## config.mk

```make
export PLATFORM = sky130hd
export DESIGN_NAME = alu_sequencer_flat
export DESIGN_NICKNAME = d
export VERILOG_FILES = /design/src/rtl/alu_pkg.sv /design/src/rtl/alu_sequencer_if.sv /design/src/rtl/alu_e_flag_unit.sv /design/src/rtl/alu_sequencer.sv /design/src/flat_wrapper.sv
export SDC_FILE = /design/constraint.sdc
export NUM_CORES = 1
export LEC_CHECK = 0
export BUFFER_PORTS_ARGS = -buffer_cell sky130_fd_sc_hd__buf_2
export CAP_MARGIN = 20
export CORE_UTILIZATION = 49
export DETAILED_ROUTE_END_ITERATION = 7
export PLACE_DENSITY = 0.76
export SLEW_MARGIN = 40
export SYNTH_ARGS = -nofsm -noshare
export SYNTH_HDL_FRONTEND = slang
export SYNTH_HIERARCHICAL = 1
export SYNTH_SLANG_ARGS = --single-unit
export TNS_END_PERCENT = 20
```

## constraint.sdc

```tcl
create_clock -name clk -period 5.9 [get_ports clk]
set_clock_uncertainty 0.1 [all_clocks]
set_input_delay 1.18 -clock clk [delete_from_list [all_inputs] [get_ports clk]]
set_output_delay 1.18 -clock clk [all_outputs]
set_load 0.03 [all_outputs]
```

## src/rtl/alu_pkg.sv

```systemverilog
// alu_pkg: opcodes, ALU selector codes and sequencer state encoding
// shared by the accumulator sequencer blocks.
package alu_pkg;
    localparam logic [3:0] OP_ADD = 4'h0;
    localparam logic [3:0] OP_SUB = 4'h1;
    localparam logic [3:0] OP_XOR = 4'h2;
    localparam logic [3:0] OP_SHL = 4'h3;
    localparam logic [3:0] OP_CMA = 4'h6;
    localparam logic [3:0] OP_LDA = 4'h8;
    localparam logic [3:0] OP_STA = 4'h9;
    localparam logic [3:0] OP_CLA = 4'hA;
    localparam logic [3:0] OP_CLE = 4'hB;
    localparam logic [3:0] OP_HLT = 4'hF;
    localparam logic [2:0] SEL_ADD  = 3'b000;
    localparam logic [2:0] SEL_SUB  = 3'b001;
    localparam logic [2:0] SEL_XOR  = 3'b010;
    localparam logic [2:0] SEL_SHL  = 3'b011;
    localparam logic [2:0] SEL_CMA  = 3'b110;
    localparam logic [2:0] SEL_NONE = 3'b111;
    typedef enum logic [2:0] {ST_IDLE, ST_READ, ST_LOAD, ST_EXEC, ST_STORE, ST_HALT} state_t;
    // SEL_NONE doubles as "this op does not write AC from the ALU"
    function automatic logic [2:0] sel_of(input logic [3:0] op);
        return op == OP_ADD ? SEL_ADD :
               op == OP_SUB ? SEL_SUB :
               op == OP_XOR ? SEL_XOR :
               op == OP_SHL ? SEL_SHL :
               op == OP_CMA ? SEL_CMA : SEL_NONE;
    endfunction
endpackage

```

## src/rtl/alu_sequencer_if.sv

```systemverilog
// alu_sequencer_if: instruction handshake, memory bus, ALU operand bus and status.
interface alu_sequencer_if #(parameter int DATA_W = 8, parameter int ADDR_W = 8);
    logic              instr_valid;
    logic              instr_ready;
    logic [3:0]        instr_op;
    logic [ADDR_W-1:0] instr_addr;
    logic              mem_rd;
    logic              mem_wr;
    logic [ADDR_W-1:0] mem_addr;
    logic [DATA_W-1:0] mem_wdata;
    logic [DATA_W-1:0] mem_rdata;
    logic [2:0]        alu_sel;
    logic [DATA_W-1:0] alu_ac;
    logic [DATA_W-1:0] alu_dr;
    logic [DATA_W-1:0] alu_result;
    logic [DATA_W-1:0] ac_out;
    logic              e_out;
    logic              done;
    logic              halted;
    modport slave (
        input  instr_valid, instr_op, instr_addr, mem_rdata, alu_result,
        output instr_ready, mem_rd, mem_wr, mem_addr, mem_wdata, alu_sel, alu_ac, alu_dr,
               ac_out, e_out, done, halted
    );
    modport master (
        output instr_valid, instr_op, instr_addr, mem_rdata, alu_result,
        input  instr_ready, mem_rd, mem_wr, mem_addr, mem_wdata, alu_sel, alu_ac, alu_dr,
               ac_out, e_out, done, halted
    );
endinterface

```

## src/rtl/alu_e_flag_unit.sv

```systemverilog
// alu_e_flag_unit: next value of the E (carry/link) flag for the op executing in EXEC.
module alu_e_flag_unit import alu_pkg::*; #(parameter int DATA_W = 8) (
    input  logic [3:0]        op_i,
    input  logic [DATA_W-1:0] ac_i,
    input  logic [DATA_W-1:0] dr_i,
    input  logic              e_i,
    output logic              e_o
);
    logic [DATA_W:0] sum;
    assign sum = {1'b0, ac_i} + {1'b0, dr_i};
    assign e_o = op_i == OP_ADD ? sum[DATA_W] :
                 op_i == OP_SUB ? ac_i >= dr_i :
                 op_i == OP_SHL ? ac_i[DATA_W-1] :
                 op_i == OP_CLE ? 1'b0 : e_i;
endmodule

```

## src/rtl/alu_sequencer.sv

```systemverilog
// alu_sequencer: multi-cycle control for the 8-bit accumulator datapath; owns AC, DR and E,
// sequences memory reads/writes and drives the external combinational ALU.
module alu_sequencer import alu_pkg::*; #(parameter int DATA_W = 8, parameter int ADDR_W = 8) (
    input logic          clk,
    input logic          rst_n,
    alu_sequencer_if.slave bus
);
    state_t            state_q;
    logic [3:0]        op_q;
    logic [DATA_W-1:0] ac_q, dr_q;
    logic [ADDR_W-1:0] addr_q;
    logic [2:0]        sel_q;
    logic              e_q, e_d, done_q, rd_q, wr_q, halted_q;

    alu_e_flag_unit #(.DATA_W(DATA_W)) u_e_flag (
        .op_i(op_q), .ac_i(ac_q), .dr_i(dr_q), .e_i(e_q), .e_o(e_d)
    );

    assign bus.instr_ready = state_q == ST_IDLE;
    assign bus.mem_rd      = rd_q;
    assign bus.mem_wr      = wr_q;
    assign bus.mem_addr    = addr_q;
    assign bus.mem_wdata   = ac_q;
    assign bus.alu_sel     = sel_q;
    assign bus.alu_ac      = ac_q;
    assign bus.alu_dr      = dr_q;
    assign bus.ac_out      = ac_q;
    assign bus.e_out       = e_q;
    assign bus.done        = done_q;
    assign bus.halted      = halted_q;

    // Strobes, done and alu_sel default low/none so each is a single-cycle pulse
    always_ff @(posedge clk or negedge rst_n) begin
        if (!rst_n) begin
            state_q  <= ST_IDLE;
            op_q     <= '0;
            ac_q     <= '0;
            dr_q     <= '0;
            addr_q   <= '0;
            sel_q    <= SEL_NONE;
            e_q      <= 1'b0;
            done_q   <= 1'b0;
            rd_q     <= 1'b0;
            wr_q     <= 1'b0;
            halted_q <= 1'b0;
        end else begin
            done_q <= 1'b0;
            rd_q   <= 1'b0;
            wr_q   <= 1'b0;
            sel_q  <= SEL_NONE;
            case (state_q)
                ST_IDLE: if (bus.instr_valid) begin
                    op_q <= bus.instr_op;
                    if (bus.instr_op inside {OP_ADD, OP_SUB, OP_XOR, OP_LDA}) begin
                        state_q <= ST_READ;
                        rd_q    <= 1'b1;
                        addr_q  <= bus.instr_addr;
                    end else if (bus.instr_op == OP_STA) begin
                        state_q <= ST_STORE;
                        wr_q    <= 1'b1;
                        addr_q  <= bus.instr_addr;
                    end else if (bus.instr_op == OP_HLT) begin
                        state_q  <= ST_HALT;
                        halted_q <= 1'b1;
                        done_q   <= 1'b1;
                    end else begin
                        state_q <= ST_EXEC;
                        sel_q   <= sel_of(bus.instr_op);
                        if (bus.instr_op == OP_CLA) ac_q <= '0;
                        if (bus.instr_op == OP_CLE) e_q <= 1'b0;
                    end
                end
                ST_READ: state_q <= ST_LOAD;
                ST_LOAD: if (op_q == OP_LDA) begin
                    ac_q    <= bus.mem_rdata;
                    done_q  <= 1'b1;
                    state_q <= ST_IDLE;
                end else begin
                    dr_q    <= bus.mem_rdata;
                    sel_q   <= sel_of(op_q);
                    state_q <= ST_EXEC;
                end
                ST_EXEC: begin
                    if (sel_q != SEL_NONE) ac_q <= bus.alu_result;
                    e_q     <= e_d;
                    done_q  <= 1'b1;
                    state_q <= ST_IDLE;
                end
                ST_STORE: begin
                    done_q  <= 1'b1;
                    state_q <= ST_IDLE;
                end
                ST_HALT: state_q <= ST_HALT;
                default: state_q <= ST_IDLE;
            endcase
        end
    end
endmodule

```

## src/flat_wrapper.sv

```systemverilog
// flat-port wrapper written by rule: the top's interface ports become plain ports
module alu_sequencer_flat import alu_pkg::*;
#(parameter int DATA_W = 8, parameter int ADDR_W = 8)
  (clk, rst_n, bus_instr_valid, bus_instr_op, bus_instr_addr, bus_mem_rdata, bus_alu_result, bus_instr_ready, bus_mem_rd, bus_mem_wr, bus_mem_addr, bus_mem_wdata, bus_alu_sel, bus_alu_ac, bus_alu_dr, bus_ac_out, bus_e_out, bus_done, bus_halted);
  alu_sequencer_if #(.DATA_W(DATA_W), .ADDR_W(ADDR_W)) bus_i ();
  input logic clk;
  input logic rst_n;
  input wire logic [$bits(bus_i.instr_valid)-1:0] bus_instr_valid;
  input wire logic [$bits(bus_i.instr_op)-1:0] bus_instr_op;
  input wire logic [$bits(bus_i.instr_addr)-1:0] bus_instr_addr;
  input wire logic [$bits(bus_i.mem_rdata)-1:0] bus_mem_rdata;
  input wire logic [$bits(bus_i.alu_result)-1:0] bus_alu_result;
  output wire logic [$bits(bus_i.instr_ready)-1:0] bus_instr_ready;
  output wire logic [$bits(bus_i.mem_rd)-1:0] bus_mem_rd;
  output wire logic [$bits(bus_i.mem_wr)-1:0] bus_mem_wr;
  output wire logic [$bits(bus_i.mem_addr)-1:0] bus_mem_addr;
  output wire logic [$bits(bus_i.mem_wdata)-1:0] bus_mem_wdata;
  output wire logic [$bits(bus_i.alu_sel)-1:0] bus_alu_sel;
  output wire logic [$bits(bus_i.alu_ac)-1:0] bus_alu_ac;
  output wire logic [$bits(bus_i.alu_dr)-1:0] bus_alu_dr;
  output wire logic [$bits(bus_i.ac_out)-1:0] bus_ac_out;
  output wire logic [$bits(bus_i.e_out)-1:0] bus_e_out;
  output wire logic [$bits(bus_i.done)-1:0] bus_done;
  output wire logic [$bits(bus_i.halted)-1:0] bus_halted;
  assign bus_i.instr_valid = bus_instr_valid;
  assign bus_i.instr_op = bus_instr_op;
  assign bus_i.instr_addr = bus_instr_addr;
  assign bus_i.mem_rdata = bus_mem_rdata;
  assign bus_i.alu_result = bus_alu_result;
  assign bus_instr_ready = bus_i.instr_ready;
  assign bus_mem_rd = bus_i.mem_rd;
  assign bus_mem_wr = bus_i.mem_wr;
  assign bus_mem_addr = bus_i.mem_addr;
  assign bus_mem_wdata = bus_i.mem_wdata;
  assign bus_alu_sel = bus_i.alu_sel;
  assign bus_alu_ac = bus_i.alu_ac;
  assign bus_alu_dr = bus_i.alu_dr;
  assign bus_ac_out = bus_i.ac_out;
  assign bus_e_out = bus_i.e_out;
  assign bus_done = bus_i.done;
  assign bus_halted = bus_i.halted;
  alu_sequencer #(.DATA_W(DATA_W), .ADDR_W(ADDR_W)) u_core (.clk(clk), .rst_n(rst_n), .bus(bus_i));
endmodule
```

==> summary.log <==
qor: outcome.run_status finished with violations
qor: outcome.failed_checks design-rule violations
qor: worst_setup_path.start_kind flop
qor: pwr.p_leak 1.359 nW
qor: clock_tree.clk-insertion-delay-late 0.29 ns
qor: detailed_routing.drtAntennaViolNets 0
qor: hold_path.worst_hold_path_endpoint u_core/bus.halted
qor: cells_and_area.insertedDiodeCount 0
qor: place.io_buffers 79
qor: cells_and_area.nets 322
qor: worst_setup_path.timing.reg2reg.setup_slack 3.62 ns
qor: clock_tree.htree_num_levels 2
qor: detailed_routing.vias 1787
qor: cells_and_area.final_util 60.64%
qor: synth.synth.net_count 260
qor: timing.rsz0062_at_grt no
qor: detailed_routing.drcViolationCount 14
qor: pwr.irDropWorstVdd 0.2857 mV
qor: synth.ys_seq_elements 39
qor: detailed_routing.avgViaCountPerCell 5.448
qor: synth.synthDominantCellAreaShare 39.13%
qor: timing.fraction_of_the_cycle_the_final_worst_path_needs 48.19%
qor: die.initial_utilization 51.80%
qor: timing.fin_setup_tns 0 ns
qor: global_route.grt_pass1_wl 8.038 mm
qor: pwr.power.share.sequential 31.8%
qor: pwr.internal_power 0.8146 mW
qor: cells_and_area.post_route_cells_drive_above_1_share 45.29%
qor: pwr.power.switching_fraction 49.74%
qor: synth.synthDistinctLibCells 47
qor: pwr.share_clk_of_total_power 11.5%
qor: synth.synth.cell_area 2302 µm²
qor: cells_and_area.flow.area_growth_from_synthesis 17.07%
qor: clock_tree.cts_inserted_buffers 5
qor: worst_setup_path.worstSetupEndpointType primary output
qor: clock_tree.cts.repair_timing.setup_buffer_count 0
qor: detailed_routing.drt_pass1_iterations 6
qor: timing.max_freq 351.7 MHz
qor: die.fp.dieW 70.55 µm
qor: clock_tree.cts_tree built
qor: global_route.number_of_antenna_violations_at_the_first_check_in_global_routing 0
qor: global_route.maximum_number_of_pins_on_one_net_before_global_route_repair 40
qor: clock_tree.clock_pin_slew_on_the_worst_setup_and_hold_paths 0.08 ns
qor: hold_path.timing.hold.worst.class flop to flop
qor: worst_setup_path.worst-r2r-cell-count 4
qor: place.placed_cells 320
qor: place.dp_hpwl 3.521 mm
qor: die.die_area 4977 µm²
qor: pwr.report.power.total 1.621 mW
qor: detailed_routing.totalWireLength 4.898 mm
qor: global_route.grtUsageTotal 20.81%
qor: synth.synth_enable_flop_cells 0
qor: pwr.power_density_normalized_to_cell_area 601.4 nW/µm²
qor: detailed_routing.number_of_drc_markers_in_iteration_0 86
qor: clock_tree.ctsHoldBuffers 0
qor: timing.timing.max_slew.rel_slack 65.33%
qor: timing.worst-slew-pin-transition 0.5195 ns
qor: global_route.grt_pass1_vias 1697
qor: timing.hold_viol_final 0
qor: clock_tree.cts_num_sinks 39
qor: worst_setup_path.timing.rr.start u_core/op_q[1]
qor: worst_setup_path.worst_ep_required_time 4.62 ns
qor: cells_and_area.layout.cells.non_filler 328
qor: place.finalWeightedCongestion 0.8377
qor: die.num_rows 24
qor: pwr.switching_power 0.8063 mW
qor: hold_path.whs_path_depth 1
qor: flow_run.maxCapViolations 0
qor: detailed_routing.wire_per_inst 14.93 µm
qor: synth.synth_warnings 6
qor: die.io_pins 80
qor: timing.finalWorstPathRequiredPeriod 2.844 ns
qor: hold_path.hold_crit_start u_core/bus.halted
qor: clock_tree.cts_resized 0
qor: synth.count_of_mapped_cells_out_of_synthesis 213
qor: cells_and_area.nFillCells 393
qor: pwr.combPwrFrac 56.7%
qor: timing.final_max_slew_viol_count 0
qor: synth.share_of_flip_flops_with_an_asynchronous_set_or_reset_after_synthesis 100.0%
qor: synth.synth_area_leader_cell dfrtp_1
qor: die.chipHeight 70.55 µm
qor: synth.synthesis.area_per_instance 10.81 µm²
qor: worst_setup_path.cp_max_fo 15
qor: cells_and_area.stdcell_area 2695 µm²
qor: global_route.grt.overflow.total 0
qor: die.floorplan.core_area 4444 µm²
qor: worst_setup_path.worstPathArrival 1.56 ns
qor: clock_tree.cts.path.max_buffers 2
qor: synth.sequential_share_of_the_synthesized_area 42.55%
qor: worst_setup_path.crit_type flop to primary output
qor: timing.setup_viol 0
qor: worst_setup_path.crit-reg2reg-capture u_core/bus.ac_out[7]
qor: synth.ys_top_cells_by_area dfrtp_1 (39%), mux2_2 (14%), ha_1 (8.7%), buf_4 (5.2%), dfstp_2 (3.4%)
qor: place.placed_cell_area 2603 µm²
qor: synth.ys.flop_type dfrtp_1
qor: clock_tree.clock_tree.root_cell clkbuf_8
metal layers:
layer / vias to the layer above / part of all wire [%] / GRT usage, %
met4: 0 / 0.59 / 4.000
met2: 63 / 49 / 36.35
met1: 853 / 45 / 26.92
met3: 4 / 5.0 / 4.701
li1: 867 / - / -
met5: - / 0 / 0
stage by stage:
step	hold WS, ns	worst slack [ns]
floorplan	0.4478	3.220
global placement	0.3498	3.043
detailed placement	0.3536	3.001
CTS	0.3745	3.057
global route	0.3907	2.964
finish	0.3731	3.057
cells in the mapped netlist (3+ instances only):
cell type	count
o21ai_0	5
dfstp_2	3
inv_1	16
mux2_2	28
buf_2	4
dfrtp_1	36
a21oi_1	9
and2_1	3
buf_4	16
nand2_1	12
nor3_1	4
ha_1	16
nor4_1	3
nor2b_1	3
a22o_1	8
nor2_1	8
power by group through the flow:
stage | registers, mW | clock network [mW] | logic, mW
global route | 0.539 | 0.203 | 0.985
finish | 0.516 | 0.186 | 0.919
detailed placement | 0.521 | 0 | 0.917
global placement | 0.516 | 0 | 0.902
CTS | 0.516 | 0.193 | 0.921
floorplan | 0.674 | 0 | 0.572
kinds of logic (layout without fill, tap and decap cells):
family          count (synthesis)  count (layout)  share of synthesized area, %
xor+xnor                        1               1                        0.3805
mux                            28              28                         13.70
flops                          39              39                         42.55
compound gates                 41              41                         13.21
simple gates                   47              47                         11.36
buf+inv                        40             103                         9.674
fa+ha+maj                      17              17                         9.130
layout by cell type (no fill, tap or decap), types with 4 or more instances in the layout:
cell type / n
a21oi_1: 9
a22o_1: 8
buf_2: 78
clkbuf_8: 5
dfrtp_1: 36
ha_1: 16
inv_1: 16
mux2_2: 28
nand2_1: 12
nor2_1: 8
nor3_1: 4
o21ai_0: 5
state kept, by name (all words and copies together) (netlist names):
| signal | cells |
|---|---|
| u_core/bus.ac_out | 8 |
| u_core/bus.alu_dr | 8 |
| u_core/bus.mem_addr | 8 |
| u_core/op_q | 4 |
| u_core/bus.alu_sel | 3 |
| u_core/state_q | 3 |
| u_core/bus.done | 1 |
| u_core/bus.e_out | 1 |
| u_core/bus.halted | 1 |
| u_core/bus.mem_rd | 1 |
| u_core/bus.mem_wr | 1 |
worst max-delay path: stages (launching register included):
cell and delay (ns):
dfrtp_1 0.53, nor3_1 0.45, buf_2 0.29
cell type report:
cell class	count	area [µm²]	area share, %
Clock inverter	3	23.77	0.8821
Inverter	16	60.06	2.228
Multi-Input combinational cell	134	1100	40.81
Timing Repair Buffer	79	397.9	14.76
Clock buffer	5	68.82	2.553
Sequential cell	39	979.7	36.35
Tap cell	52	65.06	2.414
how the worst max path moves through the flow:
stage                      startpoint                   end  slack (ns)
finish              u_core/state_q[1]       bus_instr_ready        3.06
global route        u_core/state_q[1]       bus_instr_ready        2.96
CTS                 u_core/state_q[2]       bus_instr_ready        3.06
detailed placement    bus_instr_op[1]  u_core/bus.ac_out[7]        3.00
global placement      bus_instr_op[1]  u_core/bus.ac_out[3]        3.04
floorplan           u_core/state_q[1]       bus_instr_ready        3.22
Note: power is estimated with default switching activity, not from simulation.
